[config.mk]
export PLATFORM = sky130hd
export DESIGN_NAME = servo_sweep
export DESIGN_NICKNAME = d
export VERILOG_FILES = /design/src/rtl/servo_pkg.sv /design/src/rtl/dwell_counter.sv /design/src/rtl/servo_sweep.sv
export SDC_FILE = /design/constraint.sdc
export NUM_CORES = 1
export LEC_CHECK = 0
export ABC_CLOCK_PERIOD_IN_PS = 3000
export CAP_MARGIN = 20
export CORE_MARGIN = 5
export CORE_UTILIZATION = 40
export DETAILED_ROUTE_END_ITERATION = 16
export GPL_TIMING_DRIVEN = 0
export PLACE_DENSITY = 0.72
export SYNTH_ARGS = -nofsm -noshare
export SYNTH_HDL_FRONTEND = slang
export SYNTH_SLANG_ARGS = --single-unit
[constraint.sdc]
create_clock -name clk -period 3 [get_ports clk]
set_input_delay 0.6 -clock clk [delete_from_list [all_inputs] [get_ports clk]]
set_output_delay 0.6 -clock clk [all_outputs]
set_load 0.01 [all_outputs]
[src/rtl/servo_pkg.sv]
// servo_pkg: shared types and constants for the servo sweep block.
package servo_pkg;
  localparam int ANGLE_W   = 8;
  localparam int CNT_W     = 8;
  localparam int STEP_DEF  = 4;
  localparam int DWELL_DEF = 2;

  typedef enum logic [1:0] {
    ST_IDLE  = 2'd0,
    ST_DWELL = 2'd1,
    ST_STEP  = 2'd2
  } state_t;
endpackage

[src/rtl/dwell_counter.sv]
// dwell_counter: counts servo periods at the current angle.
// Clear has priority over count; tc flags the last period before dwell ends.
module dwell_counter
  import servo_pkg::*;
#(
  parameter int TERM = DWELL_DEF
) (
  input  logic             clk,
  input  logic             rst_n,
  input  logic             clr,
  input  logic             inc,
  output logic [CNT_W-1:0] count,
  output logic             tc
);

  // period counter, cleared on every entry to dwell
  always_ff @(posedge clk or negedge rst_n) begin
    if (!rst_n)   count <= '0;
    else if (clr) count <= '0;
    else if (inc) count <= count + 1'b1;
  end

  assign tc = (count == CNT_W'(TERM - 1));

endmodule

[src/rtl/servo_sweep.sv]
// servo_sweep: steps a servo angle back and forth between two bounds,
// dwelling a fixed number of PWM periods at each angle.
// Optional feature: define SERVO_SWEEP_HOLD_EN to add a 'hold' input that
// freezes the dwell count while asserted.
module servo_sweep
  import servo_pkg::*;
#(
  parameter int STEP      = STEP_DEF,
  parameter int DWELL     = DWELL_DEF,
  parameter int ANGLE_MIN = 0,
  parameter int ANGLE_MAX = 255
) (
  input  logic               clk,
  input  logic               rst_n,
  input  logic               enable,
  input  logic               cycle_done,
  output logic [ANGLE_W-1:0] angle,
  output logic               dir,
  output logic               settled,
  output logic               sweep_done
`ifdef SERVO_SWEEP_HOLD_EN
  ,
  input  logic               hold
`endif
);

  state_t             state, state_nxt;
  logic               cnt_clr, cnt_inc, cnt_tc;
  logic [CNT_W-1:0]   cnt;
  logic               settled_nxt, step_en, hold_i, count_ok;
  logic [8:0]         up_sum;
  logic signed [8:0]  dn_diff;
  logic [ANGLE_W-1:0] angle_nxt;
  logic               at_bound;

`ifdef SERVO_SWEEP_HOLD_EN
  assign hold_i = hold;
`else
  assign hold_i = 1'b0;
`endif

  assign count_ok = cycle_done & ~hold_i;

  dwell_counter #(.TERM(DWELL)) u_cnt (
    .clk   (clk),
    .rst_n (rst_n),
    .clr   (cnt_clr),
    .inc   (cnt_inc),
    .count (cnt),
    .tc    (cnt_tc)
  );

  // FSM state register
  always_ff @(posedge clk or negedge rst_n) begin
    if (!rst_n) state <= ST_IDLE;
    else        state <= state_nxt;
  end

  // next state and counter control; cycle_done only matters in DWELL
  always_comb begin
    state_nxt   = state;
    cnt_clr     = 1'b0;
    cnt_inc     = 1'b0;
    settled_nxt = 1'b0;
    step_en     = 1'b0;
    unique case (state)
      ST_IDLE: begin
        cnt_clr = 1'b1;
        if (enable) state_nxt = ST_DWELL;
      end
      ST_DWELL: begin
        if (!enable) begin
          // disable wins over a coincident terminating period
          state_nxt = ST_IDLE;
          cnt_clr   = 1'b1;
        end else if (count_ok && cnt_tc) begin
          state_nxt   = ST_STEP;
          settled_nxt = 1'b1;
          cnt_clr     = 1'b1;
        end else if (count_ok) begin
          cnt_inc = 1'b1;
        end
      end
      ST_STEP: begin
        step_en   = 1'b1;
        cnt_clr   = 1'b1;
        state_nxt = enable ? ST_DWELL : ST_IDLE;
      end
      default: state_nxt = ST_IDLE;
    endcase
  end

  // next angle, clamped to the bound; 9-bit math so nothing wraps
  always_comb begin
    up_sum    = {1'b0, angle} + 9'(STEP);
    dn_diff   = $signed({1'b0, angle}) - $signed(9'(STEP));
    angle_nxt = angle;
    at_bound  = 1'b0;
    if (!dir) begin
      if (up_sum >= 9'(ANGLE_MAX)) begin
        angle_nxt = ANGLE_W'(ANGLE_MAX);
        at_bound  = 1'b1;
      end else begin
        angle_nxt = up_sum[ANGLE_W-1:0];
      end
    end else begin
      if (dn_diff <= $signed(9'(ANGLE_MIN))) begin
        angle_nxt = ANGLE_W'(ANGLE_MIN);
        at_bound  = 1'b1;
      end else begin
        angle_nxt = dn_diff[ANGLE_W-1:0];
      end
    end
  end

  // output registers: angle, direction and the one-cycle pulses
  always_ff @(posedge clk or negedge rst_n) begin
    if (!rst_n) begin
      angle      <= ANGLE_W'(ANGLE_MIN);
      dir        <= 1'b0;
      settled    <= 1'b0;
      sweep_done <= 1'b0;
    end else begin
      settled    <= settled_nxt;
      sweep_done <= 1'b0;
      if (step_en) begin
        angle <= angle_nxt;
        if (at_bound) begin
          dir        <= ~dir;
          sweep_done <= 1'b1;
        end
      end
    end
  end

endmodule

---- After elaboration in Yosys (flattened, before gate mapping) ----
Index checks and enable logic that the tools add are counted.
W data, S select, Z words.
word-level totals
  flip-flop bits (word level) ............. 21
  input bits .............................. 4
  output and inout port bits .............. 11
  logic and storage cells ................. 48
operators by class
  bitwise gates (word level) .............. 1
  add/sub/neg operators ................... 3
  $lt $le $gt $ge ......................... 2
  reductions and logical operators ........ 6
  multiplexer cells ....................... 25
  equality and inequality tests ........... 5
operators with widths
  cell                   count
  $mux W8                5
  $mux W1                15
  $add A8 B3 Y9 const B  1
  $ge A9 B8 Y1 const B   1
  $le A9 B1 Y1 const B   1
  $sub A8 B3 Y9 const B  1
  $add A8 B1 Y8 const B  1
  $eq A8 B1 Y1 const B   1
  $mux W2                3
  $pmux W2 S3            1
  $reduce_and A2 Y1      2
  $ne A3 B3 Y1 const B   1
  $eq A2 B1 Y1 const B   1
  $eq A2 B2 Y1 const B   1
  $logic_not A2 Y1       1
  $ne A2 B2 Y1 const B   1
  $pmux W1 S2            1
  $reduce_bool A2 Y1     1
  $reduce_or A2 Y1       1
  $logic_and A1 B1 Y1    1
  $not A1 Y1             1

---- Logic depth before layout (Yosys ltp) ----
  depth after elaboration ................. 7
  depth in mapped cells ................... 8
  depth with buffers taken out ............ 7

---- Modules after synthesis ----
A second synthesis with hierarchy kept.
unflattened totals
  cell total of the unflattened synthesis .. 141
  area total of the unflattened synthesis .. 1303.8 µm²
modules (own cells, without submodules)
  module         area an instance (µm²)  cells an instance  sequential area each (µm²)  instances
  servo_sweep    882.1                   99                 300.3                       1
  dwell_counter  421.7                   42                 200.2                       1

---- Worst setup path before layout ----
OpenSTA, ideal clock, no wires.
  path kind ............................... reg2reg
  from .................................... register angle[2]
  to ...................................... register angle[2]
  data required time ...................... 2.854 ns
  arrival time ............................ 1.716 ns
  stages on the path, launching flop included .. 8
  path buffers ............................ 1
  setup slack ............................. 1.138 ns
  period minus slack after synthesis ...... 1.862 ns
  library setup time ...................... 0.146 ns
  cell sequence ........................... dfrtp_1 -> buf_6 -> inv_1 -> ha_1 -> a32o_1 -> and4b_1 -> o21ai_1 -> o311ai_2
on the way
  longest elaborated chain between the ends .. 4
  elaborated cells on any way between the ends .. 7
ends and longest elaborated chain
  element                                         line                                    source
  from (decl)                                     servo_sweep.sv:17                       output logic [ANGLE_W-1:0] angle,
  from (signal assigned)                          servo_sweep.sv:119                      angle <= ANGLE_W'(ANGLE_MIN);
  from (signal assigned)                          servo_sweep.sv:127                      angle <= angle_nxt;
  $add A8 B3 Y9 or $sub A8 B3 Y9 (tied branches)  servo_sweep.sv:95, servo_sweep.sv:96
  $ge A9 B8 Y1 or $le A9 B1 Y1 (tied branches)    servo_sweep.sv:100, servo_sweep.sv:107
  $mux W8, on equally long branches               servo_sweep.sv:100, servo_sweep.sv:107
  $mux W8 (*)                                     servo_sweep.sv:99                       if (!dir) begin
Mark *: on every way between the ends. The rest lies on a longest branch, timed or not.
A chain may end at the register's enable or synchronous reset.

---- Final worst setup path ----
Ends and elaborated chain as after synthesis.

==> results.cfg <==
[finish]
area_growth_pct = 17.1
finalInstanceArea_um2 = 1490
layout-drive-gt1-share_pct = 5.63
fin_nets = 172
n_antenna_cell = 0

[global_route]
grt_use_met2_pct = 23.4
grt_pass1_vias = 1113
use_met3_pct = 2.19
grt_remaining_overflow = 0
grt_pass1_wl_um = 4860
grtUsageMet1_pct = 17.4
antenna_found_initial = 0
track_usage_pct = 14.0
grt-busiest-layer = met2
grt_max_degree = 21

[hold_path]
hold_depth = 1
worstHoldEndpoint = state[0]
holdCritPathClass = reg2reg
holdCritStartpoint = state[0]

[clock_tree]
cts_buffers = 3
clock-sinks = 20
cts_root_buf = clkbuf_4
cts_buffer_depth = 2
clkLatencyLatePin_ns = 0.29
htreeDepth = 1
cts_resized = 0
path_clk_slew_ns = 0.11
cts_tree = done
postCtsSetupRepairBufs = 0
hold_buffers = 0

[critical_path]
max_stage_delay_ns = 0.44
reg2reg_depth = 7
reg2reg_slack_ns = 0.98
crit_slowest_cell = dfrtp_1
path_delay_family = compound AO/OA/AOI/OAI gates
end_kind = flop
path_max_fanout = 8
crit_arrival_ns = 2.18
cp.required_ns = 3.16
crit_type = reg2reg
timing.rr.end = angle[2]
r2r-start = angle[2]
cp_cell_sequence = buf_6, inv_1, ha_1, a32o_1, and4b_1, o21ai_1, o311ai_2
path_buf_inv = 2
start_kind = flop

[flow_run]
maxCapViolCount = 0

[floorplanning]
rows = 20
die_w_um = 66.5
die_area_um2 = 4420
die_y_um = 66.5
start_util_pct = 41.8
io_pins = 15
coreArea_um2 = 3050

[outcome]
status = finished clean

[sta]
rsz0062_at_grt = no
finalHoldViolCount = 0
timing.fmax_ghz = 0.494
min_period_ns = 2.02
fin_tns_setup_ns = 0
final_max_slew_viol_count = 0
finClkSkew_ns = 0.00335
finalSetupViolCount = 0
worst_pin_slew_ns = 0.898
max_slew_margin_pct = 39.9
period_share_pct = 67.4
setup_ws_ns = 0.977

[placement]
place_congestion = 0.921
io_buffers = 14
hpwl_um = 2090
dp_slack_ns = 0.840
post_dp_cell_area_um2 = 1470

[yosys]
synth_top_cell_by_area = dfrtp_1
synth_edf_count = 0
synth_warnings = 0
synth_top_flop_cell = dfrtp_1
syn_inst = 143
synth_area_um2 = 1280
avgSynthCellArea_um2 = 8.92
yosysTopAreaCellShare_pct = 39.2
synth-async-reset-ratio_pct = 100
syn_nets = 153
ys_types = 43
seq_area_frac_synth_pct = 39.2
ys_ff_latch = 20
synthTopCellsByArea = dfrtp_1 39%, ha_1 5.9%, nor2_1 5.0%

[detailed_routing]
ant_nets = 0
dr_total_vias = 1123
drt_iter0_drc = 96
viasPerCell = 5.50
drt-wirelength-per-cell_um = 13.2
drtPass1Iterations = 4
totalWireLength_um = 2690
drc_errors = 0

[power_and_ir_drop]
p_leak_nw = 0.616
power_density_nw_per_um2 = 308
peakVddDrop_mv = 0.195
[through the flow]
step / instances / power [mW] / utilization, % / hold slack, ns
5_1_grt: 204 / 0.490 / 48.9 / 0.590
4_1_cts: 204 / 0.466 / 48.9 / 0.558
3_3_place_gp: 201 / 0.342 / 48.2 / 0.516
3_5_place_dp: 201 / 0.343 / 48.2 / 0.535
6_report: 204 / 0.460 / 48.9 / 0.551
2_1_floorplan: 143 / 0.320 / - / 0.304
[placed cells by master (no fill, tap or decap), types with 4 or more instances in the layout]
cell	count
dfrtp_1	20
nor2_1	17
clkdlybuf4s50_1	14
nand2_1	13
clkbuf_1	6
xnor2_1	6
ha_1	6
nand3_1	5
o21ai_0	5
a31oi_1	5
inv_1	4
nand2b_1	4
a21oi_1	4
xor2_1	4
[kinds of logic after synthesis]
family	after synthesis	synth area share, %
compound gates	33	17.9
xor+xnor	10	6.86
fa+ha+maj	6	5.88
buf+inv	13	4.80
flops	20	39.2
simple gates	61	25.3
[report_power, final]
group | total, mW | leakage (nW) | switching (mW) | internal [mW]
clock network | 0.122 | 0.0138 | 0.0753 | 0.0466
logic | 0.0611 | 0.326 | 0.0341 | 0.0271
registers | 0.277 | 0.277 | 0.00420 | 0.273
[worst reg2reg max path, stage by stage, from the launching register on]
cell      delay (ns)
dfrtp_1         0.44
buf_6           0.16
inv_1           0.07
ha_1            0.33
a32o_1          0.25
and4b_1         0.20
o21ai_1         0.29
o311ai_2        0.16
[worst max-delay path by stage]
| stage | from | to | slack (ns) | cells past startpoint |
|---|---|---|---|---|
| 2_1_floorplan | angle[2] | angle[2] | 1.14 | 7 |
| 3_3_place_gp | enable | u_cnt.count[2] | 0.84 | 6 |
| 3_5_place_dp | enable | u_cnt.count[2] | 0.84 | 6 |
| 4_1_cts | angle[2] | angle[3] | 0.96 | 7 |
| 5_1_grt | angle[2] | angle[3] | 0.85 | 7 |
| 6_report | angle[2] | angle[2] | 0.98 | 7 |
[layer usage]
layer	up-vias	share of wire [%]
li1	544	-
met1	525	42
met2	46	50
met3	8	5.2
met4	0	2.4
met5	-	0
[cells in the mapped netlist (2+ instances only)]
master,count
a211oi_1,2
a21o_1,3
a21oi_1,4
a31oi_1,5
and3_1,3
and4b_1,2
clkbuf_1,6
dfrtp_1,20
ha_1,6
inv_1,4
nand2_1,13
nand2b_1,4
nand3_1,5
nand4_1,3
nor2_1,17
nor2b_1,2
nor3_1,3
nor4_1,2
o21ai_0,5
o22ai_1,3
xnor2_1,6
xor2_1,4
[cell type report]
class / instances / area, µm²
Clock buffer: 3 / 22.5
Multi-Input combinational cell: 110 / 714
Timing Repair Buffer: 14 / 140
Sequential cell: 20 / 500
Inverter: 4 / 15.0
Fill cell: 304 / 1560
Tap cell: 44 / 55.1
Buffer: 9 / 46.3
[sequential cells by signal (all words and copies together), names as in the netlist]
| signal | count |
|---|---|
| settled | 1 |
| sweep_done | 1 |
| u_cnt.count | 8 |
| angle | 7 |
| state | 2 |
| dir | 1 |
Note: power is estimated with default switching activity, not from simulation.
